**config.mk**
```make
export PLATFORM = sky130hd
export DESIGN_NAME = led_bar_driver
export DESIGN_NICKNAME = d
export VERILOG_FILES = /design/src/rtl/led_bar_driver.sv
export SDC_FILE = /design/constraint.sdc
export NUM_CORES = 1
export LEC_CHECK = 0
export CORE_MARGIN = 2
export CORE_UTILIZATION = 38
export CTS_CLUSTER_DIAMETER = 150
export CTS_CLUSTER_SIZE = 24
export DETAILED_ROUTE_END_ITERATION = 6
export GPL_ROUTABILITY_DRIVEN = 0
export HOLD_SLACK_MARGIN = 0.12
export PLACE_DENSITY = 0.66
export SYNTH_ARGS = -nofsm -noshare
export SYNTH_HDL_FRONTEND = slang
export SYNTH_SLANG_ARGS = --single-unit
```
**constraint.sdc**
```tcl
create_clock -name clk -period 4.7 [get_ports clk]
set_input_delay 1.175 -clock clk [delete_from_list [all_inputs] [get_ports clk]]
set_output_delay 1.175 -clock clk [all_outputs]
set_load 0.03 [all_outputs]
```
**src/rtl/led_bar_driver.sv**
```systemverilog
// LED bar/dot level display with peak-hold and stepwise peak decay.
// Optional PWM brightness gating on dout when LED_BAR_PWM_EN is defined.
//
// state | meaning
// TRACK | peak follows level
// HOLD  | peak frozen for HOLD_CYC clocks after a new maximum
// DECAY | peak steps down by one every DECAY_CYC clocks until it meets level
module led_bar_driver #(
    parameter int N_LED     = 8,
    parameter int VAL_W     = 4,
    parameter int HOLD_CYC  = 50_000_000,
    parameter int DECAY_CYC = 5_000_000
) (
    input  logic                         clk,
    input  logic                         rst,
    input  logic [VAL_W-1:0]             din,
    input  logic                         din_vld,
    input  logic                         mode,
`ifdef LED_BAR_PWM_EN
    input  logic [3:0]                   bright,
`endif
    output logic [N_LED-1:0]             dout,
    output logic                         seg,
    output logic [$clog2(N_LED+1)-1:0]   peak
);

    localparam int LW = $clog2(N_LED + 1);
    localparam int HW = (HOLD_CYC > 1) ? $clog2(HOLD_CYC) : 1;
    localparam int DW = (DECAY_CYC > 1) ? $clog2(DECAY_CYC) : 1;

    localparam logic [1:0] TRACK = 2'd0;
    localparam logic [1:0] HOLD  = 2'd1;
    localparam logic [1:0] DECAY = 2'd2;

    logic [1:0]       state_q, state_d;
    logic [LW-1:0]    level_q, level_d;
    logic [LW-1:0]    peak_q, peak_d;
    logic [HW-1:0]    hold_q, hold_d;
    logic [DW-1:0]    decay_q, decay_d;
    logic [N_LED-1:0] dout_q;
    logic             seg_q;
    logic [LW-1:0]    sat;
    logic [N_LED-1:0] pat;
    logic [N_LED-1:0] pat_gated;

    always_comb begin
        sat = (32'(din) > 32'(N_LED)) ? LW'(N_LED) : LW'(din);
    end

    always_comb begin
        level_d = din_vld ? sat : level_q;
        peak_d  = peak_q;
        state_d = state_q;
        hold_d  = hold_q;
        decay_d = decay_q;

        // A new maximum always wins over any counter action this cycle.
        if (din_vld && (sat >= peak_q)) begin
            peak_d  = sat;
            hold_d  = HW'(HOLD_CYC - 1);
            state_d = HOLD;
        end else begin
            case (state_q)
                TRACK: peak_d = level_d;
                HOLD: begin
                    if (hold_q == '0) begin
                        state_d = DECAY;
                        decay_d = DW'(DECAY_CYC - 1);
                    end else begin
                        hold_d = hold_q - HW'(1);
                    end
                end
                DECAY: begin
                    if (decay_q == '0) begin
                        peak_d  = peak_q - LW'(1);
                        decay_d = DW'(DECAY_CYC - 1);
                    end else begin
                        decay_d = decay_q - DW'(1);
                    end
                end
                default: state_d = TRACK;
            endcase
        end

        // Once the decaying peak reaches the live level, go back to tracking.
        if ((state_d == DECAY) && (peak_d <= level_d)) begin
            state_d = TRACK;
            peak_d  = level_d;
        end
    end

    always_comb begin
        pat = '0;
        for (int i = 0; i < N_LED; i++) begin
            pat[i] = mode ? (int'(level_q) == i + 1) : (i < int'(level_q));
            if (int'(peak_q) == i + 1) begin
                pat[i] = 1'b1;
            end
        end
    end

`ifdef LED_BAR_PWM_EN
    logic [3:0] pwm_cnt_q;

    always_ff @(posedge clk or posedge rst) begin
        if (rst) begin
            pwm_cnt_q <= 4'd0;
        end else begin
            pwm_cnt_q <= pwm_cnt_q + 4'd1;
        end
    end

    assign pat_gated = (pwm_cnt_q < bright) ? pat : '0;
`else
    assign pat_gated = pat;
`endif

    always_ff @(posedge clk or posedge rst) begin
        if (rst) begin
            state_q <= TRACK;
            level_q <= '0;
            peak_q  <= '0;
            hold_q  <= '0;
            decay_q <= '0;
            dout_q  <= '0;
            seg_q   <= 1'b0;
        end else begin
            state_q <= state_d;
            level_q <= level_d;
            peak_q  <= peak_d;
            hold_q  <= hold_d;
            decay_q <= decay_d;
            dout_q  <= pat_gated;
            seg_q   <= 1'b1;
        end
    end

    assign dout = dout_q;
    assign seg  = seg_q;
    assign peak = peak_q;

endmodule

```
### Yosys cells after proc, flatten, opt, wreduce, memory -nomap -nowiden

Cells that the tools add are included.

| cells by class | value |
|---|---|
| $add $sub $neg | 3 |
| multiply operators | 0 |
| divide/modulo/power cells | 0 |
| magnitude comparators | 11 |
| equality and inequality tests | 21 |
| shift operators | 0 |
| mux-type cells | 32 |
| bitwise operators | 1 |
| reductions and logical operators | 10 |

Operators with widths:

| cell | count |
|---|---|
| 26-bit two-way mux | 3 |
| 23-bit two-way mux | 2 |
| 23-bit one-hot mux with 2 select lines | 1 |
| 4-bit == test (second input constant) | 10 |
| 26-bit logical NOT | 1 |
| 26-bit by 1-bit subtractor with 26-bit output (second input constant) | 1 |
| 23-bit logical NOT | 1 |
| 23-bit by 1-bit subtractor with 23-bit output (second input constant) | 1 |
| 4-bit two-way mux | 5 |
| 4-bit by 3-bit == test with 1-bit output (second input constant) | 4 |
| 3-bit by 4-bit < comparator with 1-bit output (first input constant) | 4 |
| 1-bit two-way mux | 16 |
| 4-bit by 2-bit == test with 1-bit output (second input constant) | 2 |
| 1-bit by 4-bit < comparator with 1-bit output (first input constant) | 2 |
| 2-bit by 4-bit < comparator with 1-bit output (first input constant) | 2 |
| 4-bit one-hot mux with 2 select lines | 1 |
| 2-bit two-way mux | 3 |
| 2-bit == test (second input constant) | 2 |
| 4-bit greater-or-equal comparator | 1 |
| 4-bit greater-than comparator (second input constant) | 1 |
| 4-bit <= comparator | 1 |
| 2-bit != test (second input constant) | 2 |
| 2-bit one-hot mux with 2 select lines | 1 |
| 2-bit nonzero test | 2 |
| other kinds (8) | 9 |

| storage, ports and cells | value |
|---|---|
| bits in registers | 68 |
| latch bits | 0 |
| memory bits (writable) | 0 |
| ROM bits | 0 |
| input port bits | 8 |
| output and inout bits | 13 |
| word-level logic and storage cells | 85 |
| memories | 0 |

### Logic depth before layout (Yosys ltp)

Gate-level depths: netlist of the first run.

| logic depth | value |
|---|---|
| depth in word-level cells | 8 |
| depth in mapped cells | 16 |

### Worst setup path before layout of the first run

OpenSTA, ideal clock, no wires.

| timing path | value |
|---|---|
| path kind | input-to-reg |
| from | in din[0] |
| to | reg peak_q[3], in the netlist peak[3] |
| setup time | 0.125 ns |
| arrival | 4.339 ns |
| setup slack | 0.236 ns |
| stages | 15 |
| buffers on the path | 2 |
| cell sequence | nor2b_1 > inv_1 > ha_1 > nand2b_1 > a2111o_1 > nand3_1 > clkbuf_1 > clkbuf_1 > a31oi_1 > ha_1 > and4_1 > o32a_1 > o21a_1 > nand3_2 > mux2_2 |

| on the way | value |
|---|---|
| cells in the longest elaborated chain, start to end | 8 |
| elaborated cells between the ends (all ways) | 12 |

RTL lines:

| what | line | text |
|---|---|---|
| from (decl) | 16 | `input logic [VAL_W-1:0] din,` |
| 4-bit greater-than comparator | 47 | `sat = (32'(din) > 32'(N_LED)) ? LW'(N_LED) : LW'(din);` |
| 4-bit two-way mux (*) | 47 |  |
| 4-bit greater-or-equal comparator / 4-bit two-way mux (equally long branches) | 58, 51 |  |
| 1-bit logical AND / 4-bit one-hot mux with 2 select lines (equally long branches) | 58, 63 |  |
| 4-bit two-way mux / 2-bit two-way mux (equally long branches) | 58 | `if (din_vld && (sat >= peak_q)) begin` |
| 4-bit <= comparator / 2-bit == test (equally long branches) | 86 | `if ((state_d == DECAY) && (peak_d <= level_d)) begin` |
| 1-bit logical AND | 86 |  |
| 4-bit two-way mux (*) | 86 |  |
| via peak_d[3] | 37 | `logic [LW-1:0] peak_q, peak_d;` |
| to (signal assigned) | 130 | `peak_q <= peak_d;` |
| to (decl) | 37 |  |

The timed path passes the listed nets; every way through them passes the cells marked *.
A chain may end at the register's enable or synchronous reset.

### Final worst setup path of the first run

| timing path | value |
|---|---|
| from | in din[0] |
| to | reg peak_q[1], in the netlist peak[1] |

The elaborated chain is that of the path after synthesis.

==> flow_summary.yaml, run 1 <==
sta:
  post-route-period-util_pct: 92.6
  setup_viol: 0
  tightestPinTransition_ps: 987
  min_period_ps: 4350
  drv_slew: 0
  clock_skew_ps: 12.9
  fmax_mhz: 230
  fin_ws_ps: 347
  relSlewSlack_pct: 33.9
  setup_tns_ps: 0
  hold_violations: 0
  rsz0062_at_grt: "no"
critical_path:
  crit_path_max_fanout: 7
  critPathSlowestCell: "clkdlybuf4s50_1"
  crit_path_end_kind: "register"
  cp-start-kind: "input pin"
  worst-setup-path-type: "input pin to register"
  cp_common_cell: "ha_1"
  cp.arrival_ps: 4590
  crit_path_cell_trace: "clkdlybuf4s50_1, nor2b_1, inv_1, ha_1, nand2b_1, a2111o_1, nand3_1, buf_4, nand2_1, o22ai_1, ha_1, and4_1, o32a_1, o21a_1, nand3_2, o221ai_1, a31o_2"
  cp_data_required_time_ps: 4930
  cpPeakStageDelay_ps: 440
power_and_ir_drop:
  p_int_mw: 1.11
  peakVddDrop_mv: 0.181
  p_per_area_nw_per_um2: 386
  power.total_mw: 1.75
  pwr-share-clk_pct: 25.4
  pwr-share-seq_pct: 40.3
  switchingPower_mw: 0.640
  power_frac_comb_pct: 34.3
  switching_share_pct: 36.6
  leakage_nw: 1.89
final_layout:
  diodes: 0
  drive_above_1_share_pct: 10.5
  area_growth_pct: 13.5
  fin_area_um2: 4530
  final_util_pct: 44.1
  num-nets-final: 479
synthesis:
  ys_seq_area_share_pct: 42.6
  synthTopCellsByArea: "dfrtp_1 43%, ha_1 5.6%, nand2_1 4.0%"
  synth_nets: 456
  synth_edf_count: 0
  yosysWarnings: 0
  yosysTopAreaCell: "dfrtp_1"
  syn_inst: 430
  ys_seq_elements: 68
  syn_avg_cell_area_um2: 9.29
  ys.flop_type: "dfrtp_1"
  synth_common_cells: "68 x dfrtp_1, 43 x nand2_1, 33 x nor2_1, 29 x o21ai_0, 20 x inv_1"
  syn-cell-area_um2: 4000
  synth_most_common_cell: "dfrtp_1"
  async_flop_share_pct: 100
  synthDominantCellAreaShare_pct: 42.6
  synth_cell_types: 65
grt:
  grt_first_pass_wirelength_um: 15300
  antenna_found_initial: 0
  grt_pass1_vias: 3247
  grt_overflow: 0
  grtUsageTotal_pct: 16.8
  grt_max_degree: 45
routing:
  firstDrtPassIters: 5
  routed_wl_um: 8950
  wl_per_cell_um: 15.1
  drc_errors: 0
  final_antenna_net_count: 0
  drt-vias-per-instance: 5.53
  drt_iter0_drc: 162
  vias: 3284
die:
  die_area_um2: 11300
  core_area_um2: 10300
  ios: 21
  fp-row-count: 37
  die_y_um: 107
  initial_core_util_pct: 38.9
  die_x_um: 107
cts:
  path_clk_slew_ps: 70
  cts_hold_buf: 0
  post-cts-setup-buffers: 0
  cts-htree-levels: 3
  clock_path_buffers: 2
  cts_tree: "built"
  clock-sinks: 68
  cts_resized: 0
  cts_buffers: 9
  clk_latency_ps: 350
  cts_root_buf: "clkbuf_8"
placed_design:
  dp.final_hpwl_um: 6320
  post-place-ws_ps: 22.2
  place_area_um2: 4360
  io_buffers: 20
hold_path:
  hold_class: "register to register"
run:
  max-cap-violations: 0
status:
  status: "completed"
==> critical path: cells and delay by family <==
kind,cells,cell delay (ps)
adder cells (fa/ha/maj),2,540
buffers and inverters,3,670
AO/OA/AOI/OAI,6,1300
AND/OR/NAND/NOR,6,910
==> stage by stage <==
step	instances	hold WS (ps)
CTS	594	491
floorplan	430	451
finish	594	494
global placement	578	471
global route	594	524
detailed placement	578	475
==> per-layer routing <==
metal  vias up  wire length (µm)  track usage [%]
met5         -                 0                0
met4         0               172             7.51
met1      1598              4180             21.1
li1       1609                 -                -
met3        15               246             3.31
met2        62              4350             28.1
==> power by group through the flow <==
stage          registers, mW  clock network, mW  logic [mW]
3_3_place_gp           0.712                  0       0.574
3_5_place_dp           0.715                  0       0.597
6_report               0.705              0.444       0.600
4_1_cts                0.704              0.458       0.601
2_1_floorplan          0.765                  0       0.344
5_1_grt                0.713              0.487       0.661
==> placed cells by master, fill, tap and decap left out, types with 5 or more instances in the layout <==
cell             instances
dfrtp_1                 68
o21ai_0                 29
nand2b_1                 7
or3_1                   13
xnor2_1                 11
clkdlybuf4s50_1         20
nor2b_1                  5
a31oi_1                  8
xor2_1                  10
a21oi_1                 14
nor3_1                  18
nand3_1                 12
inv_1                   19
o31ai_1                  7
or4_1                    8
o21ai_1                  6
nand4_1                  5
clkbuf_8                11
nand2_1                 43
buf_4                   12
nor4_1                  10
nor2_1                  33
mux2i_1                  5
ha_1                    18
==> registers in the layout (all words and copies together), names as in the netlist <==
name / cells
level_q: 4
peak: 4
dout: 8
decay_q: 23
state_q: 2
seg: 1
hold_q: 26
==> worst paths after layout <==
check	start	end	slack, ps	cells past startpoint
min	decay_q[11]	decay_q[11]	490	1
max reg2reg	decay_q[0]	peak[1]	1140	16
max in group asynchronous	rst	hold_q[14]	2570	3
min in group asynchronous	rst	decay_q[12]	1370	2
min reg2reg	decay_q[11]	decay_q[11]	490	1
max	din[0]	peak[1]	350	17
==> final cells by class <==
class / count / area [µm²]
fill: 1001 / 5740
multi-input combinational: 322 / 2120
sequential: 68 / 1700
timing repair buffer: 32 / 290
tap: 136 / 170
clock buffer: 12 / 155
inverter: 20 / 75.1
clock inverter: 4 / 23.8
==> cell families (layout without fill, tap and decap cells) <==
| kind of cell | Yosys count | in the layout | share of synthesized area [%] |
|---|---|---|---|
| mux | 7 | 7 | 1.82 |
| other cells | 1 | 1 | 0.0939 |
| compound gates | 96 | 96 | 16.5 |
| xor+xnor | 21 | 21 | 4.60 |
| flops | 68 | 68 | 42.6 |
| buf+inv | 40 | 68 | 4.38 |
| fa+ha+maj | 18 | 18 | 5.64 |
| simple gates | 179 | 179 | 24.4 |
Power figures use the tool's default switching activity.
==> inputs of run 2 (changes only) <==
--- a/config.mk
+++ b/config.mk
@@ -5,14 +5,16 @@
 export SDC_FILE = /design/constraint.sdc
 export NUM_CORES = 1
 export LEC_CHECK = 0
+export CELL_PAD_IN_SITES_DETAIL_PLACEMENT = 1
+export CELL_PAD_IN_SITES_GLOBAL_PLACEMENT = 2
 export CORE_MARGIN = 2
 export CORE_UTILIZATION = 38
 export CTS_CLUSTER_DIAMETER = 150
 export CTS_CLUSTER_SIZE = 24
 export DETAILED_ROUTE_END_ITERATION = 6
-export GPL_ROUTABILITY_DRIVEN = 0
+export GPL_ROUTABILITY_DRIVEN = 1
 export HOLD_SLACK_MARGIN = 0.12
-export PLACE_DENSITY = 0.66
+export PLACE_DENSITY = 0.9
 export SYNTH_ARGS = -nofsm -noshare
 export SYNTH_HDL_FRONTEND = slang
 export SYNTH_SLANG_ARGS = --single-unit
==> run 2 against run 1 <==
  * Clock power down 2%
  * Die area unchanged
  * Critical path depth unchanged
  * Fmax down 1.2%
  * Worst hold slack better by 10 ps
  * Non-clock buffer count is the same
  * Clock skew fell by 6.2 ps
  * Critical endpoint unchanged
  * Highest routed layer unchanged
  * Cell area fell by 0.22%
  * Wire length up 11%
  * Cell count decreased by 0.17%
  * Largest cell class unchanged
==> flow_summary.yaml, run 2 (synthesis gave the netlist of run 1 again) <==
grt:
  grt_max_degree: 46
  grt_first_pass_wirelength_um: 17000
  grtUsageTotal_pct: 19.0
  antenna_found_initial: 0
  grt_overflow: 0
  grt_pass1_vias: 3431
critical_path:
  crit_path_end_kind: "register"
  cpPeakStageDelay_ps: 440
  cp-start-kind: "input pin"
  critPathSlowestCell: "clkdlybuf4s50_1"
  cp_common_cell: "ha_1"
  cp_num_buf_inv: 3
  crit_family: "compound AO/OA/AOI/OAI gates"
  worst-setup-path-type: "input pin to register"
  cp_data_required_time_ps: 4940
  cp.arrival_ps: 4640
  crit_path_cell_trace: "clkdlybuf4s50_1, nor2b_1, inv_1, ha_1, nand2b_1, a2111o_1, nand3_1, buf_4, nand2_1, o22ai_1, ha_1, and4_1, o32a_1, o21a_1, nand3_2, o221ai_1, a31o_2"
  crit_path_max_fanout: 7
final_layout:
  drive_above_1_share_pct: 10.1
  fin_cells: 593
  area_growth_pct: 13.2
  diodes: 0
  fin_area_um2: 4520
  layout_common_cells: "68 x dfrtp_1, 43 x nand2_1, 33 x nor2_1"
  num-nets-final: 479
  largest-register: "hold_q"
  final_common_cell: "dfrtp_1"
  final_util_pct: 44.0
  largest_register_ffs: 26
die:
  die_y_um: 107
  die_area_um2: 11300
  initial_core_util_pct: 38.9
  ios: 21
  die_x_um: 107
  core_area_um2: 10300
  fp-row-count: 37
sta:
  setup_viol: 0
  post-route-period-util_pct: 93.7
  relSlewSlack_pct: 34.9
  fmax_mhz: 227
  hold_violations: 0
  fin_ws_ps: 294
  tightestPinTransition_ps: 972
  min_period_ps: 4410
  setup_tns_ps: 0
  rsz0062_at_grt: "no"
  clock_skew_ps: 6.71
  drv_slew: 0
  hold_slack_ps: 504
power_and_ir_drop:
  leakage_nw: 1.88
  peakVddDrop_mv: 0.190
  p_per_area_nw_per_um2: 388
  power.total_mw: 1.75
placed_design:
  dp.final_hpwl_um: 6980
  place_congestion: 0.857
  post-place-ws_ps: -27.3
  place_area_um2: 4360
  placed_cells: 578
  io_buffers: 20
run:
  max-cap-violations: 0
routing:
  vias: 3308
  final_antenna_net_count: 0
  routed_wl_um: 9970
  drt-vias-per-instance: 5.58
  firstDrtPassIters: 4
  drc_errors: 0
  wl_per_cell_um: 16.8
  drt_iter0_drc: 111
cts:
  cts_hold_buf: 0
  post-cts-setup-buffers: 0
  clock-sinks: 68
  cts_tree: "built"
  cts-htree-levels: 3
  clk_latency_ps: 350
  cts_buffers: 9
  clock_path_buffers: 2
  cts_root_buf: "clkbuf_8"
  path_clk_slew_ps: 70
  cts_resized: 0
status:
  status: "completed"
hold_path:
  hold_class: "register to register"
==> run 2: cell count changes in the layout (fill, tap and decap cells not counted), sizes merged <==
cell and delta:
clkbuf +1, clkinv -2
==> run 2: path summary, 6_finish.rpt <==
path	startpoint	end	slack (ps)	cells past startpoint
min in group asynchronous	rst	hold_q[20]	1360	2
hold reg to reg	decay_q[11]	decay_q[11]	500	1
setup reg to reg	decay_q[10]	peak[2]	920	13
hold / removal	decay_q[11]	decay_q[11]	500	1
setup / recovery	din[0]	peak[1]	290	17
max in group asynchronous	rst	decay_q[3]	2570	3
==> run 2: metal layers <==
layer,GRT usage (%),up-vias,share of wire (%)
met2,31.5,41,48
li1,-,1598,-
met3,3.49,10,3.0
met1,24.8,1659,47
met5,0,-,0
met4,6.96,0,1.3
==> run 2: worst register-to-register path, stage by stage (launching register included) <==
cell and delay [ps]:
dfrtp_1 410, nor4_1 760, nand4_1 240, nor2_1 310, nand2_1 90, o22ai_1 270, o22a_1 210, ha_1 230
nor2b_1 140, o311ai_0 300, o21a_1 190, nand3_2 180, o221a_2 300, o21ai_1 70
==> run 2: final cells by class <==
class	instances	area, µm²
clock buffers	13	159
inverters	20	75.1
repair buffers	32	290
multi-input cells	322	2120
flip-flops and latches	68	1700
fillers	1211	5750
well taps	136	170
clock inverters	2	10.0
==> run 2: report_power, final <==
part / internal (mW) / leakage [nW] / switching, mW
sequential: 0.642 / 0.831 / 0.0637
combinational: 0.252 / 0.961 / 0.360
clock: 0.216 / 0.0893 / 0.221
